--- config.mk ---
export PLATFORM = sky130hd
export DESIGN_NAME = traffic_control_unit
export DESIGN_NICKNAME = d
export VERILOG_FILES = /design/src/rtl/traffic_control_unit.sv
export SDC_FILE = /design/constraint.sdc
export NUM_CORES = 1
export LEC_CHECK = 0
export BUFFER_PORTS_ARGS = -buffer_cell sky130_fd_sc_hd__buf_2
export CAP_MARGIN = 30
export CORE_MARGIN = 5
export CORE_UTILIZATION = 55
export DETAILED_ROUTE_END_ITERATION = 12
export PLACE_DENSITY = 0.77
export REMOVE_ABC_BUFFERS = 1
export SETUP_SLACK_MARGIN = 0.3
export SYNTH_ARGS = -nofsm -noshare
export SYNTH_HDL_FRONTEND = slang
export SYNTH_SLANG_ARGS = --single-unit
export TNS_END_PERCENT = 100
--- constraint.sdc ---
create_clock -name CU_CLK -period 3.2 [get_ports CU_CLK]
set_input_delay 0 -clock CU_CLK [delete_from_list [all_inputs] [get_ports CU_CLK]]
set_output_delay 0 -clock CU_CLK [all_outputs]
set_load 0.1 [all_outputs]
--- src/rtl/traffic_control_unit.sv ---
// Control unit for the four-way traffic light controller: sequences right-of-way among
// North/South/East/West from latched sensor requests, a round-robin pick and tick timers.
module traffic_control_unit #(
  parameter int GREEN_MIN = 4,
  parameter int GREEN_MAX = 12,
  parameter int YELLOW_T  = 3,
  parameter int ALLRED_T  = 2,
  parameter int CNT_W     = 4
) (
  input  logic       CU_CLK,
  input  logic       CU_Rst,
  input  logic       CU_Tick,
  input  logic [3:0] CU_Req,
  input  logic       CU_Hold,
  output logic       CU_North,
  output logic       CU_South,
  output logic       CU_East,
  output logic       CU_West,
  output logic [1:0] CU_Phase,
  output logic [3:0] CU_Pending
);

  // State encoding doubles as the phase code driven to the datapath.
  typedef enum logic [1:0] {
    ALL_RED = 2'b00,
    GREEN   = 2'b01,
    YELLOW  = 2'b10
  } state_t;

  localparam logic [CNT_W-1:0] GREEN_MIN_C = CNT_W'(GREEN_MIN);
  localparam logic [CNT_W-1:0] GREEN_MAX_C = CNT_W'(GREEN_MAX);
  localparam logic [CNT_W-1:0] YELLOW_C    = CNT_W'(YELLOW_T);
  localparam logic [CNT_W-1:0] ALLRED_C    = CNT_W'(ALLRED_T);

  state_t           state;
  state_t           next_state;
  logic [CNT_W-1:0] timer;
  logic [1:0]       cur_dir;
  logic [1:0]       next_dir;
  logic [1:0]       sel_dir;
  logic             sel_valid;
  logic [3:0]       req_meta;
  logic [3:0]       req_s;
  logic [3:0]       pending;
  logic [3:0]       next_pending;
  logic [3:0]       cur_mask;
  logic [3:0]       green_mask;
  logic [3:0]       enter_mask;
  logic             competing;
  logic             go_yellow;
  logic [3:0]       grant;

  // Two-flop synchronizer for the asynchronous vehicle sensors.
  always_ff @(posedge CU_CLK or negedge CU_Rst) begin
    if (!CU_Rst) begin
      req_meta <= '0;
      req_s    <= '0;
    end else begin
      // NOTE: non-blocking so each flop samples its pre-edge input; blocking would merge the two stages.
      req_meta <= CU_Req;
      req_s    <= req_meta;
    end
  end

  assign cur_mask  = 4'b0001 << cur_dir;
  assign competing = |(pending & ~cur_mask);
  assign go_yellow = CU_Hold ||
                     (competing && (timer >= GREEN_MAX_C ||
                                    (timer >= GREEN_MIN_C && !req_s[cur_dir])));

  // Round-robin pick: first pending direction after cur_dir, with cur_dir itself last.
  always_comb begin
    sel_valid = 1'b0;
    sel_dir   = cur_dir;
    for (int k = 1; k <= 4; k++) begin
      if (!sel_valid && pending[cur_dir + 2'(k)]) begin
        sel_valid = 1'b1;
        sel_dir   = cur_dir + 2'(k);
      end
    end
  end

  always_comb begin
    // NOTE: defaults first so every path assigns every signal; a missing default infers a latch.
    next_state = state;
    next_dir   = cur_dir;
    unique case (state)
      ALL_RED: begin
        if (!CU_Hold && timer >= ALLRED_C && sel_valid) begin
          next_state = GREEN;
          next_dir   = sel_dir;
        end
      end
      GREEN: begin
        if (go_yellow) next_state = YELLOW;
      end
      YELLOW: begin
        if (timer >= YELLOW_C) next_state = ALL_RED;
      end
      default: next_state = ALL_RED;
    endcase
  end

  // A green direction ignores its own sensor; the grant edge clears it and beats a same-edge set.
  assign green_mask   = (state == GREEN) ? cur_mask : 4'b0000;
  assign enter_mask   = (next_state == GREEN && state != GREEN) ? (4'b0001 << next_dir) : 4'b0000;
  assign next_pending = (pending | (req_s & ~green_mask)) & ~enter_mask;

  always_ff @(posedge CU_CLK or negedge CU_Rst) begin
    if (!CU_Rst) begin
      state    <= ALL_RED;
      cur_dir  <= 2'd3;
      timer    <= '0;
      pending  <= '0;
      grant    <= '0;
      CU_Phase <= 2'b00;
    end else begin
      state   <= next_state;
      cur_dir <= next_dir;
      pending <= next_pending;
      // Held at zero during an all-red hold so clearance restarts once the hold drops.
      if (next_state != state || (state == ALL_RED && CU_Hold)) begin
        timer <= '0;
      end else if (CU_Tick && timer < GREEN_MAX_C) begin
        timer <= timer + 1'b1;
      end
      // Outputs registered from the next state, so they change on the same edge as the state.
      grant    <= (next_state == ALL_RED) ? 4'b0000 : (4'b0001 << next_dir);
      CU_Phase <= next_state;
    end
  end

  assign CU_North   = grant[0];
  assign CU_South   = grant[1];
  assign CU_East    = grant[2];
  assign CU_West    = grant[3];
  assign CU_Pending = pending;

endmodule

### Word-level counts from Yosys, hierarchy flattened

Index checks and enable logic that the tools add are counted.

| operators by class | value |
|---|---|
| bitwise gates (word level) | 7 |
| equality and inequality tests | 5 |
| mux-type cells | 29 |
| add/sub/neg operators | 4 |
| shifts and indexed selects | 2 |
| magnitude comparators | 9 |
| reductions and logical operators | 22 |

Operators with widths:

| operator | number |
|---|---|
| 2-to-1 mux 4 bit | 5 |
| 2-to-1 mux 2 bit | 9 |
| AND 4 bit | 3 |
| < comparator 2 x 3 -> 1 bit, second input constant | 4 |
| inverter 4 bit | 3 |
| binary-select mux 1 bit (select 2 bit) | 5 |
| logical AND 1 bit | 10 |
| 2-to-1 mux 1 bit | 9 |
| greater-or-equal comparator 4 x 2 -> 1 bit, second input constant | 2 |
| left shift 1 x 2 -> 4 bit, first input constant | 2 |
| one-hot mux 2 bit (3 select lines) | 1 |
| zero test 1 bit | 5 |
| adder 2 bit, second input constant | 2 |
| adder 4 x 1 -> 4 bit, second input constant | 1 |
| == test 2 x 1 -> 1 bit, second input constant | 2 |
| greater-or-equal comparator 4 x 3 -> 1 bit, second input constant | 1 |
| greater-or-equal comparator 4 bit, second input constant | 1 |
| zero test 2 bit | 2 |
| < comparator 4 bit, second input constant | 1 |
| bitwise OR 4 bit | 1 |
| OR reduction 4 bit | 1 |
| logical OR 1 bit | 3 |
| adder 2 x 1 -> 2 bit, second input constant | 1 |
| == test 2 bit, second input constant | 1 |
| other kinds (3) | 3 |

| storage, ports and cells | value |
|---|---|
| input bits | 8 |
| flip-flop bits (word level) | 24 |
| output and inout port bits | 10 |
| logic and storage cells | 85 |

### Depth between registers and ports, before layout

| depth | value |
|---|---|
| depth after elaboration | 21 |
| mapped depth | 9 |
| mapped depth without buffers | 8 |

### Worst setup path before layout

Ideal clock, no wire load.

| timing path | value |
|---|---|
| path type | reg-to-reg |
| start point | register cur_dir[0] |
| end point | register grant[1] |
| arrival | 2.452 ns |
| cell stages (with the launch flop) | 10 |
| setup time | 0.120 ns |
| path buffers | 1 |
| path slack | 0.628 ns |
| required time | 3.080 ns |
| period minus slack after synthesis | 2.572 ns |
| cell sequence | dfstp_2 > buf_6 > inv_1 > ha_1 > mux4_2 > and4_4 > a211oi_2 > and3_4 > inv_4 > and3_1 |

| between the ends | value |
|---|---|
| longest elaborated chain between the ends | 18 |
| elaborated cells on any way between the ends | 45 |
| classes of those cells | add/sub (3); shift (2); mux (24); bitwise (2); reduce/logical (14) |

RTL lines:

| what | RTL line | source |
|---|---|---|
| start: declaration | 38 | `logic [1:0] cur_dir;` |
| start signal: assignment | 119 | `cur_dir <= next_dir;` |
| adder 2 x 1 -> 2 bit | 76, 78 |  |
| binary-select mux 1 bit (select 2 bit) | 76 | `if (!sel_valid && pending[cur_dir + 2'(k)]) begin` |
| 2-to-1 mux 1 bit (implied by the code) | 76 |  |
| 2-to-1 mux 1 bit | 76 |  |
| zero test 1 bit | 76 |  |
| logical AND 1 bit | 76 |  |
| 2-to-1 mux 1 bit | 76 |  |
| zero test 1 bit | 76 |  |
| [... 3 more ...] | - |  |
| logical AND 1 bit | 76 |  |
| 2-to-1 mux 1 bit | 76 |  |
| logical AND 1 bit | 89 | `if (!CU_Hold && timer >= ALLRED_C && sel_valid) begin` |
| 2-to-1 mux 2 bit | 89 |  |
| 2-to-1 mux 2 bit (*) | 87 | `unique case (state)` |
| net next_dir[0] | 39 | `logic [1:0] next_dir;` |
| left shift 1 x 2 -> 4 bit (*) | 128 | `grant <= (next_state == ALL_RED) ? 4'b0000 : (4'b0001 << next_dir);` |
| 2-to-1 mux 4 bit (*) | 128 |  |
| end signal: assignment | 128 |  |
| end: declaration | 51 | `logic [3:0] grant;` |

Mark *: on every way through the listed nets, which the timed path passes. The rest lies on a longest branch. The select of a mux whose other input is x is not followed.
A chain may end at the register's enable or synchronous reset.

### Worst setup path after layout

| timing path | value |
|---|---|
| start point | register cur_dir[1] |
| end point | register grant[3] |

| between the ends | value |
|---|---|
| longest elaborated chain between the ends | 18 |
| elaborated cells on any way between the ends | 45 |
| classes of those cells | add/sub (3); shift (2); mux (24); bitwise (2); reduce/logical (14) |

RTL lines:

| what | RTL line |
|---|---|
| adder 2 x 1 -> 2 bit | 76 |
| binary-select mux 1 bit (select 2 bit) | 76 |
| 2-to-1 mux 1 bit (implied by the code) | 76 |
| 2-to-1 mux 1 bit | 76 |
| zero test 1 bit | 76 |
| logical AND 1 bit | 76 |
| 2-to-1 mux 1 bit | 76 |
| zero test 1 bit | 76 |
| [... 3 more ...] | - |
| logical AND 1 bit | 76 |
| 2-to-1 mux 1 bit | 76 |
| logical AND 1 bit | 89 |
| 2-to-1 mux 2 bit (*) | 89 |
| 2-to-1 mux 2 bit (*) | 87 |
| net next_dir[0] | 39 |
| left shift 1 x 2 -> 4 bit (*) | 128 |
| 2-to-1 mux 4 bit (*) | 128 |

Marks and branches as above.

==> summary.md <==
| Metric | Value |
|---|---|
| Critical Path Stages | 8 |
| Vias in the first global route | 965 |
| Mux share of post-synthesis cell area | 10.9% |
| Total CTS buffers | 3 |
| Final worst path period share | 82.2% |
| Largest net degree at the start of global routing | 25 |
| Core Area | 2210 um2 |
| Compound-gate portion of the synthesized area | 16.3% |
| Pre-CTS setup slack | 0.602 ns |
| Reg-to-Reg End | grant[3] |
| Final Critical Period | 2.63 ns |
| Fillers | 176 |
| Die Y | 58.0 um |
| Achievable Freq | 380 MHz |
| CTS tree | done |
| Clock skew | 0.00456 ns |
| DR iter-0 viols | 25 |
| Wire length of the first global-routing pass | 4450 um |
| Netlist cell types | 39 |
| Met2 GRT Util | 27.4% |
| Die area | 3360 um2 |
| Crit. Startpoint | cur_dir[1] |
| Max cap viols | 0 |
| Peak supply drop | 0.612 mV |
| GP Congestion | 0.883 |
| Crit. End Element | flop |
| RSZ-0062 raised after global routing | no |
| Dpl hpwl | 1850 um |
| Worst path cell trace | inv_1 > ha_1 > mux4_2 > and4_4 > a211oi_2 > and3_4 > inv_4 > and3_1 |
| Top FF cell, synth | dfrtp_1 |
| Met3 usage in global routing | 3.12% |
| Post-route cell area | 1480 um2 |
| Critical-path top delay cell | dfstp_2 |
| Synth Area in Simple Gates | 16.3% |
| Die X | 58.0 um |
| R2R Setup Slk | 0.57 ns |
| Worst Hold Class | in2reg |
| Post-CTS Setup Inserts | 0 |
| Gr busiest metal | met2 |
| Avg Cell Area, Syn | 11.4 um2 |
| Dominant cell type by area after synthesis | dfrtp_1 |
| Critical path class | reg2reg |
| Total global routing track utilization | 17.3% |
| Final hold vios | 0 |
| Worst slew pin tran | 0.643 ns |
| Multi-input gate area | 622 um2 |
| Initial antenna violation count | 0 |
| Vias/cell | 5.69 |
| Vias | 939 |
| Fin Hold WS | 0.0153 ns |
| Standard-cell rows | 17 |
| CTS sink cnt | 24 |
| Layout area overhead | 17.3% |
| CTS resizes | 0 |
| Setup TNS | 0 ns |
| Post-synthesis sequential area ratio | 47.7% |
| Outcome | completed |
| WP data required | 3.41 ns |
| Register bit total from synthesis | 24 |
| Final worst setup slack | 0.570 ns |
| Post-Synth XOR/XNOR Area | 0.692% |
| Slew Viols, Final | 0 |
| Diode count | 0 |
| Cts hold-fix bufs | 5 |
| Number of port buffers | 17 |
| Area contributors post-synth | dfrtp_1, mux4_2, ha_1 |
| H-tree Lvls | 1 |
| Syn. warnings | 0 |
| Routed wire length | 2560 um |
| Starting Density | 57.2% |
| Crit Path Max Fanout | 8 |
| Leakage | 0.682 nW |
| PwrDens | 1080 nW/um2 |
| DP Area | 1380 um2 |
| CTS max path bufs | 2 |
| Post-Synth Adder-Cell Area | 4.95% |
| Setup-failing EPs final | 0 |
| 1st-pass router iterations | 6 |
| End point of the critical path | grant[3] |
| Fin nets | 151 |
| Number of flops mapped to enable cells by yosys | 0 |
| Num ports | 18 |
| Slowest stage delay, CP | 0.64 ns |
| Cells after synthesis | 111 |
| Total gr overflow | 0 |
| Worst Path Buf+Inv | 2 |
| Post-synth ARST share | 100% |
| Data arrival time of the worst path | 2.84 ns |
| Clk_lat worst skew | 0.30 ns |
| Share of layout cells above drive strength 1 | 28.5% |
| WL/cell | 15.5 um |
| CP delay by family, top | flip-flops |
| R2R depth | 8 |
| Max-slew headroom | 56.8% |
| Startpoint types | flop |
| Synth top area share | 43.5% |
| FF/Latch Area | 603 um2 |
| Largest family of logic cells by synthesized area | simple AND/OR/NAND/NOR gates |
| Hold_sp | CU_Hold |
| Worst r2r src | cur_dir[1] |
| Final ANT Viol Nets | 0 |
| Clock Pin Slew Worst Setup and Hold Paths | 0.13 ns |
| Met1 Resource Use GR | 23.8% |
| Syn Std Cell Area | 1260 um2 |
| Residual DRC | 0 |
| Root buf cell | clkbuf_4 |
-- report_power, final --
part | switching, mW | internal, mW | leakage (nW)
sequential | 0.0798 | 0.384 | 0.286
combinational | 0.648 | 0.282 | 0.369
clock | 0.0862 | 0.127 | 0.0279
-- stage by stage --
step / std cells / utilization (%) / total power [mW]
CTS: 165 / 67.1 / 1.61
detailed placement: 156 / 62.4 / 1.39
finish: 165 / 67.1 / 1.61
global placement: 156 / 62.4 / 1.36
floorplan: 110 / - / 1.21
global route: 165 / 67.1 / 1.70
-- cell type report --
cell class / instances / share of cell area (%)
Clock inverter: 1 / 2.02
Tap cell: 28 / 2.36
Clock buffer: 3 / 1.52
Sequential cell: 24 / 40.6
Multi-Input combinational cell: 79 / 41.9
Timing Repair Buffer: 23 / 9.61
Inverter: 7 / 1.94
-- synthesized netlist by cell type (all sizes together) (2+ instances only) --
cell / count
mux2: 2
nand3: 3
nand2: 7
dfrtp: 22
a21boi: 3
and3: 5
nor2b: 5
ha: 5
nor3: 2
o2bb2ai: 3
o21ai: 2
dfstp: 2
mux2i: 4
mux4: 3
a21oi: 10
nor2: 9
or3: 2
inv: 7
-- worst reg2reg max path, stage by stage (launching register included) --
cell,delay [ns]
dfstp_2,0.64
inv_1,0.10
ha_1,0.41
mux4_2,0.54
and4_4,0.21
a211oi_2,0.19
and3_4,0.25
inv_4,0.05
and3_1,0.14
-- layer usage --
metal / vias to the layer above / wire (um)
met1: 467 / 1220
met2: 11 / 1220
met4: 0 / 37
met3: 4 / 82
met5: - / 0
li1: 457 / -
-- placed cells by master, fill, tap and decap left out, types with 2 or more instances in the layout --
cell type	netlist	layout
a21boi_1	2	2
a21oi_1	8	8
a21oi_2	2	2
and3_1	4	4
buf_2	0	17
clkbuf_4	0	3
dfrtp_1	22	22
dfstp_2	2	2
dlygate4sd3_1	0	5
ha_1	5	5
inv_1	6	6
mux2_4	2	2
mux2i_1	4	4
mux4_2	3	3
nand2_1	7	7
nand3_1	3	3
nor2_1	9	9
nor2b_1	5	5
nor3_1	2	2
o2bb2ai_1	2	2
or3_1	2	2
-- registers in the layout (all words and copies together) (netlist names) --
name / count
CU_Pending: 4
cur_dir: 2
grant: 4
req_meta: 4
req_s: 4
state: 2
timer: 4
-- cell families (layout without fill, tap and decap cells) --
kind of cell	after synthesis	in the layout
compound gates	26	26
xor+xnor	1	1
fa+ha+maj	5	5
buf+inv	8	34
flops	24	24
mux	9	9
simple gates	38	38
-- worst min path at each step --
| stage | depth (start not counted) | slack (ns) | to |
|---|---|---|---|
| CTS | 4 | 0.007 | state[0] |
| global route | 3 | 0.01 | timer[2] |
| floorplan | 0 | -0.30 | CU_Pending[0] |
| detailed placement | 1 | 0.003 | state[0] |
| finish | 4 | 0.02 | state[0] |
| global placement | 1 | -0.01 | timer[2] |
Power figures use the tool's default switching activity.
